## src/rtl/uart_pkg.sv

```systemverilog
// Shared UART definitions: divisor width, divisor type and the divisor value
// that disables the baud generator.
package uart_pkg;

    localparam int DIV_W = 16;

    typedef logic [DIV_W-1:0] divisor_t;

    localparam divisor_t DIV_DISABLED = '0;

endpackage : uart_pkg

```

## src/rtl/baud_gen.sv

```systemverilog
// Programmable baud tick generator: emits a one-cycle strobe on br once every
// div clock cycles; div == 0 holds br low.
module baud_gen
    import uart_pkg::*;
#(
    parameter int DIV_W = uart_pkg::DIV_W
) (
    input  logic             clk,
    input  logic             rst,
    input  logic [DIV_W-1:0] div,
    output logic             br
);

    localparam logic [DIV_W-1:0] ONE      = {{(DIV_W-1){1'b0}}, 1'b1};
    localparam logic [DIV_W-1:0] DISABLED = DIV_W'(DIV_DISABLED);

    logic [DIV_W-1:0] cnt;
    logic [DIV_W-1:0] div_q;

    // A divisor change restarts the period from zero so that no shortened
    // pulse interval leaks out; cnt never exceeds div_q-1, so it cannot wrap.
    always_ff @(posedge clk) begin
        if (!rst) begin
            cnt   <= '0;
            br    <= 1'b0;
            div_q <= div;
        end else if (div != div_q) begin
            div_q <= div;
            cnt   <= '0;
            br    <= 1'b0;
        end else if (div_q == DISABLED) begin
            cnt <= '0;
            br  <= 1'b0;
        end else if (cnt == div_q - ONE) begin
            cnt <= '0;
            br  <= 1'b1;
        end else begin
            cnt <= cnt + ONE;
            br  <= 1'b0;
        end
    end

endmodule : baud_gen

```

## config.mk

```make
export PLATFORM = sky130hd
export DESIGN_NAME = baud_gen
export DESIGN_NICKNAME = d
export VERILOG_FILES = /design/src/rtl/uart_pkg.sv /design/src/rtl/baud_gen.sv
export SDC_FILE = /design/constraint.sdc
export NUM_CORES = 1
export LEC_CHECK = 0
export ABC_AREA = 1
export CAP_MARGIN = 25
export CORE_ASPECT_RATIO = 1.5
export CORE_UTILIZATION = 38
export DETAILED_ROUTE_END_ITERATION = 12
export GPL_ROUTABILITY_DRIVEN = 0
export GPL_TIMING_DRIVEN = 0
export PLACE_DENSITY = 0.57
export REMOVE_ABC_BUFFERS = 1
export SLEW_MARGIN = 0
export SYNTH_ARGS = -nofsm -noshare
export SYNTH_HDL_FRONTEND = slang
export SYNTH_SLANG_ARGS = --single-unit
```

## constraint.sdc

```tcl
create_clock -name clk -period 2 [get_ports clk]
set_input_delay 0.3 -clock clk [delete_from_list [all_inputs] [get_ports clk]]
set_output_delay 0.3 -clock clk [all_outputs]
set_load 0.01 [all_outputs]
```

# ---- Yosys cells after proc, flatten, opt, wreduce, memory -nomap -nowiden
# Index checks and enable logic that the tools add are counted.
dict set report op_classes {
  n_addsub 2
  n_eq_ne 3
  n_mux 3
  bitwise 1
  reduce_logical 3
}
# op n
set ops {}
lappend ops {{$mux W16} 2}
lappend ops {{$add A16 B1 Y16 const B} 1}
lappend ops {{$eq A16 B16 Y1} 1}
lappend ops {{$logic_not A16 Y1} 1}
lappend ops {{$ne A16 B16 Y1} 1}
lappend ops {{$sub A16 B1 Y16 const B} 1}
lappend ops {{$reduce_or A4 Y1} 1}
lappend ops {{$reduce_or A3 Y1} 1}
lappend ops {{$ne A2 B1 Y1 const B} 1}
lappend ops {{$mux W1} 1}
lappend ops {{$not A1 Y1} 1}
dict set report word_totals {
  ff_bits 33
  input_bits 18
}

# ---- Longest topological paths before layout
# Gate-level depths: netlist of the first run.
dict set report logic_depth {
  ltp_word 3
  mapped_depth 16
  ltp_nobuf 15
}

# ---- Least setup slack after synthesis of the first run
# No wires, ideal clock.
dict set report synth_timing {
  path_kind {flip-flop to flip-flop}
  from {register div_q[0]}
  to {register cnt[12]}
  arrival_time_ns 1.818
  required_time_ns 1.879
  setup_slack_ns 0.061
  path_stages_with_launch 13
  n_path_buf 1
  period_less_slack_ns 1.939
  path_cell_list {edfxtp_1 inv_1 ha_1 nand3_1 nor2_4 nand2_1 nand2_1 nand3_1 nor2_2 nand4_2 nand2_4 buf_12 nor2_4}
}
dict set report synth_between {
  elab_chain_cells 3
  elab_cells_between_ends 5
  cone_classes {add/sub (1); eq/ne (2); reduce/logical (2)}
}
# item line
set synth_rtl {}
lappend synth_rtl {{from (decl)} baud_gen.sv:18} ;# logic [DIV_W-1:0] div_q;
lappend synth_rtl {{from (signal assigned)} baud_gen.sv:26} ;# div_q <= div;
lappend synth_rtl {{from (signal assigned)} baud_gen.sv:28} ;# div_q <= div;
lappend synth_rtl {{$sub A16 B1 Y16} baud_gen.sv:34} ;# end else if (cnt == div_q - ONE) begin
lappend synth_rtl {{$eq A16 B16 Y1} baud_gen.sv:34}
lappend synth_rtl {{$reduce_or A4 Y1 (no line) *} n/a}
lappend synth_rtl {{to (signal assigned)} baud_gen.sv:38} ;# cnt <= cnt + ONE;
lappend synth_rtl {{to (decl)} baud_gen.sv:17} ;# logic [DIV_W-1:0] cnt;
# Every way passes the cells marked *; elsewhere a longest branch is shown, timed or not.
# A chain may end at the register's enable or synchronous reset.

# ---- Worst setup path after layout of the first run
dict set report layout_timing {
  from {register div_q[3]}
  to {register cnt[6]}
}
# The elaborated chain is that of the path after synthesis.

==> run_results.csv, run 1 <==
group,metric,value,unit
hold_path,worstHoldStart,"cnt[0]",
sta,slew_headroom,0.7626,
power,vdd_ir_drop_max,334.1,uV
final_layout,stdcell_count,396,
critical_path,reg2reg_from,"div_q[3]",
run_status,violations,"negative setup slack",
final_layout,diodes,0,
detailed_routing,drc,0,
critical_path,setup.worst_path.start_class,"flip-flop",
final_layout,final_nets,345,
placed_design,dp_cells,377,
placed_design,placed_cell_area,2479,um2
critical_path,critPathArrivalTime,2.22,ns
sta,maxSlewViolCount,0,
critical_path,worst-path-max-fanout,8,
synthesis,ys_types,32,
synthesis,yosysTopAreaCell,"edfxtp_1",
synthesis,ys_seq_area_frac,0.3679,
grt,grt_pass1_wl,8349,um
critical_path,r2r_setup_slack,-0.03,ns
critical_path,cp_common_cell,"nor2_4",
critical_path,critical_path_required,2.19,ns
clock_network,clk_latency,0.29,ns
final_layout,utilization,0.4967,
critical_path,ff2ff_path_depth,10,
critical_path,cp_slowest_cell,"edfxtp_1",
critical_path,path_cells,"nor2_4, nand2_4, nor2_4, nand2_2, nand2_1, nand3_1, nor2_2, nand4_4, nand2_8, nor2_4",
clock_network,cts_buffers,5,
sta,worst_pin_slew,0.3532,ns
synthesis,ys_ff_latch,33,
final_layout,synthToLayoutAreaGrowth,24.12,%
detailed_routing,ant_nets,0,
clock_network,cts_tree,"yes",
die,dieArea,6187,um2
sta,timing.fmax,493.3,MHz
die,die_w,64.56,um
hold_path,hp-class,"flip-flop to flip-flop",
detailed_routing,routed_wl,5184,um
critical_path,slowest_delay,0.53,ns
detailed_routing,via_per_inst,4.808,
clock_network,htree_levels,2,
detailed_routing,wl_per_cell,13.09,um
synthesis,syn_area_per_cell,7.693,um2
grt,grt_use_total,0.1822,
hold_path,whs_endpoint,"cnt[0]",
placed_design,hpwl,3895,um
placed_design,io_buffers,18,
synthesis,yosys_warnings,0,
final_layout,drive_gt1_frac,0.1994,
run_status,status,"complete, but fails checks",
die,die_h,95.84,um
die,pin_count,19,
final_layout,final_cell_mix,"nand2_1, inv_1, nor2_1",
critical_path,path_buf_inv,0,
sta,rsz0062_at_grt,"yes",
power,total_power,1520,uW
final_layout,fin_area,2769,um2
final_layout,final_common_cell,"nand2_1",
grt,grt_pass1_vias,1824,
synthesis,syn_inst,290,
sta,finalCritPeriodShare,1.014,
clock_network,clk_path_buf_depth,2,
critical_path,crit_family,"simple AND/OR/NAND/NOR gates",
clock_network,cts_root_buf,"clkbuf_8",
power,cellPowerDensity,549.1,nW/um2
synthesis,synth_area_leaders,"edfxtp_1, dfxtp_1, nand2_1",
sta,timing.final.ws_setup,-0.02731,ns
die,core_area,5574,um2
hold_path,hold_depth,1,
critical_path,end_kind,"flip-flop",
die,std_cell_rows,33,
sta,layout_min_cycle_time,2.027,ns
clock_network,path_clk_slew,0.08,ns
sta,finalClockSkew,0.008316,ns
grt,grt_max_degree,17,
critical_path,path_depth,10,
job,cap_violations,0,
sta,final-setup-viol-count,8,
synthesis,synthesis.area,2231,um2
grt,grt-ovfl-total,0,
synthesis,synth.top_cell.area_share,0.2154,
power,cellLeakagePower,0.001073,uW
die,initial_core_util,0.4002,
detailed_routing,first_pass_iters,4,
clock_network,cts_hold_buf,0,
critical_path,worst-setup-path-type,"flip-flop to flip-flop",
clock_network,cts_sinks,33,
detailed_routing,vias,1904,
grt,antenna_found_initial,0,
detailed_routing,drtIter0Drc,56,
critical_path,regToRegEndpoint,"cnt[6]",
sta,hold_violations,0,
[registers in the layout, summed over array words and instances (netlist names)]
register / count
div_q: 16
br: 1
cnt: 16
[power breakdown]
part	internal (uW)	switching (uW)
logic	89.2	93.8
registers	725	25.2
clock network	318	270
[repair_timing]
item,in CTS,in global routing
buffers inserted,2,8
resized for setup,12,8
gates cloned,1,0
setup endpoints to repair,33,17
pin swaps,6,15
[cells in the mapped netlist, drive strengths merged]
cell type / number
ha: 2
nand3b: 3
a221oi: 1
a21o: 1
o21ai: 7
or2: 2
xor2: 13
dfxtp: 17
nand2: 74
xnor2: 15
nor3: 3
nand3: 21
nor4: 2
edfxtp: 16
nand4: 6
o22ai: 2
and2b: 1
a21boi: 1
inv: 41
a21oi: 1
buf: 1
nor2: 59
a22o: 1
[routing by layer]
| metal | track usage | vias to the layer above | routed length [um] |
|---|---|---|---|
| li1 | - | 990 | - |
| met1 | 0.2035 | 865 | 2193 |
| met2 | 0.3333 | 36 | 2716 |
| met3 | 0.02370 | 13 | 116 |
| met4 | 0.09444 | 0 | 158 |
| met5 | 0 | - | 0 |
[worst max-delay path by stage]
stage | start | to | slack (ns)
floorplan | div_q[0] | cnt[0] | 0.04
global placement | div[14] | cnt[0] | -0.63
detailed placement | div[14] | cnt[13] | -0.64
CTS | div_q[0] | cnt[7] | 0.03
global route | div_q[3] | cnt[8] | -0.11
finish | div_q[3] | cnt[6] | -0.03
[logic make-up (layout without fill, tap and decap cells)]
group	Yosys count	in the layout	share of synthesized area
adder cells (fa/ha/maj)	2	2	0.01122
AND/OR/NAND/NOR	171	172	0.3920
flip-flops	33	33	0.3679
XOR/XNOR	28	28	0.1099
buffers and inverters	42	77	0.07796
AO/OA/AOI/OAI	14	14	0.04094
[area by class of cell]
class                   instances  area, um2
inverters                      41      153.9
flip-flops and latches         33      820.8
clock buffers                   6      93.84
fillers                       556       2805
multi-input cells             216       1348
repair buffers                 28      255.2
clock inverters                 2      10.01
well taps                      70      87.58
[metrics by stage]
step	worst slack [ns]	setup TNS, ns	hold WS (ns)
after floorplan	0.03621	0	0.3989
after global placement	-0.6273	-14.13	0.4619
after detailed placement	-0.6426	-14.36	0.4648
after CTS	0.02626	0	0.4822
after global routing	-0.1136	-1.449	0.4968
final	-0.02731	-0.1389	0.4733
No activity file was read; power rests on OpenSTA's default activity.
==> run 2, diff against run 1 <==
- CORE_MARGIN: default -> 5
- SETUP_SLACK_MARGIN: default -> 0.15
==> run_results.csv, run 2 (synthesis gave the netlist of run 1 again) <==
group,metric,value,unit
sta,finalCritPeriodShare,0.9902,
detailed_routing,via_per_inst,4.900,
detailed_routing,first_pass_iters,4,
clock_network,clk_latency,0.29,ns
sta,worst_pin_slew,0.3537,ns
placed_design,io_buffers,18,
final_layout,final_common_cell,"nand2_1",
grt,grt_pass1_wl,8776,um
placed_design,dp_slack,-0.7234,ns
critical_path,end_kind,"flip-flop",
die,std_cell_rows,34,
clock_network,cts_sinks,33,
sta,final-setup-viol-count,0,
sta,hold_slack,0.5167,ns
sta,layout_min_cycle_time,1.980,ns
sta,rsz0062_at_grt,"yes",
grt,grt_pass1_vias,1903,
critical_path,worst-path-max-fanout,8,
detailed_routing,drc,0,
clock_network,path_clk_slew,0.07,ns
die,pin_count,19,
die,initial_core_util,0.3885,
final_layout,drive_gt1_frac,0.2760,
final_layout,diodes,0,
final_layout,final_cell_mix,"nand2_1, inv_1, nor2_1",
clock_network,cts_tree,"yes",
detailed_routing,drtIter0Drc,93,
die,dieArea,7535,um2
die,die_h,103.8,um
clock_network,htree_levels,2,
critical_path,setup.worst_path.start_class,"flip-flop",
detailed_routing,wl_per_cell,13.70,um
die,die_w,72.56,um
critical_path,critPathArrivalTime,2.15,ns
clock_network,clk_path_buf_depth,2,
final_layout,stdcell_count,409,
run_status,status,"finished, final reports clean",
sta,slew_headroom,0.7622,
die,core_area,5743,um2
grt,antenna_found_initial,0,
sta,finalClockSkew,0.01038,ns
hold_path,hp-class,"flip-flop to flip-flop",
clock_network,cts_buffers,5,
detailed_routing,routed_wl,5605,um
grt,grt-ovfl-total,0,
clock_network,cts_root_buf,"clkbuf_8",
final_layout,fill_cells,563,
sta,timing.final.ws_setup,0.01964,ns
sta,timing.fmax,505.0,MHz
grt,grt_max_degree,17,
power,vdd_ir_drop_max,328.6,uV
power,cellLeakagePower,0.001133,uW
detailed_routing,vias,2004,
critical_path,critical_path_required,2.17,ns
detailed_routing,ant_nets,0,
sta,maxSlewViolCount,0,
grt,grt_use_total,0.1510,
sta,setup_tns,0,ns
clock_network,cts_hold_buf,0,
final_layout,final_nets,356,
power,cellPowerDensity,498.8,nW/um2
placed_design,dp_cells,379,
final_layout,fin_area,2932,um2
job,cap_violations,0,
final_layout,reg.largest.list,"cnt x16, div_q x16, br x1",
placed_design,hpwl,4007,um
critical_path,worst-setup-path-type,"flip-flop to flip-flop",
placed_design,placed_cell_area,2481,um2
sta,hold_violations,0,
final_layout,synthToLayoutAreaGrowth,31.41,%
run 2: changes by cell type in the layout (fill, tap and decap cells not counted), moves of 2 or more:
| cell | delta |
|---|---|
| nor2_1 | -6 |
| nand2_1 | -5 |
| nor2_2 | +4 |
| clkinv_2 | +2 |
| buf_4 | +6 |
| inv_1 | -2 |
| nand3_2 | +3 |
| buf_6 | +4 |
| nor2_4 | +2 |
| nand2_2 | +5 |
| nand3_1 | -3 |
run 2: worst paths after layout:
path                            startpoint      end  slack (ns)  depth (start not counted)
worst max-delay path              div_q[3]  cnt[12]        0.02                         10
worst min register to register      cnt[0]   cnt[0]        0.52                          1
worst max register to register    div_q[3]  cnt[12]        0.02                         10
worst min-delay path                cnt[0]   cnt[0]        0.52                          1
run 2: what timing repair did:
item,in CTS,in global routing
pin swaps,10,20
gates resized for setup,16,30
buffers inserted,11,10
endpoints found under the setup margin,33,33
cloned,1,0
run 2: worst max-delay path, cell delays in order (launching register included):
cell      delay, ns
edfxtp_1       0.49
nor2_4         0.19
nand2_4        0.10
buf_6          0.13
nor2_2         0.09
nand2_2        0.08
xor2_2         0.15
nor2_2         0.15
nand4_4        0.21
nand2_8        0.23
nor2_4         0.03
run 2: report_power, final:
group	internal (uW)	leakage, uW	total [uW]	switching [uW]
clock network	241	0.0000450	503	261
registers	725	0.000306	749	24.2
logic	101	0.000782	210	109
total	1070	0.00113	1460	395
run 2: through the flow:
step | utilization | total power [uW]
floorplan | - | 859.2
global placement | 0.4320 | 927.2
detailed placement | 0.4320 | 929.5
CTS | 0.4771 | 1451
global route | 0.5105 | 1524
finish | 0.5105 | 1462
run 2: final cells by class:
cell class,instances,area (um2),area share
repair buffers,39,365.4,0.1246
multi-input cells,216,1414,0.4823
clock inverters,2,10.01,0.003414
inverters,41,158.9,0.05420
clock buffers,6,72.57,0.02475
flip-flops and latches,33,820.8,0.2800
well taps,72,90.09,0.03073
run 2: per-layer routing:
layer  up-vias  routed length (um)  global-route usage
met5         -                   0                   0
met4         0                 217             0.08443
met2        37                2980              0.2623
met3        18                 168             0.02713
met1       939                2239              0.1670
li1       1010                   -                   -
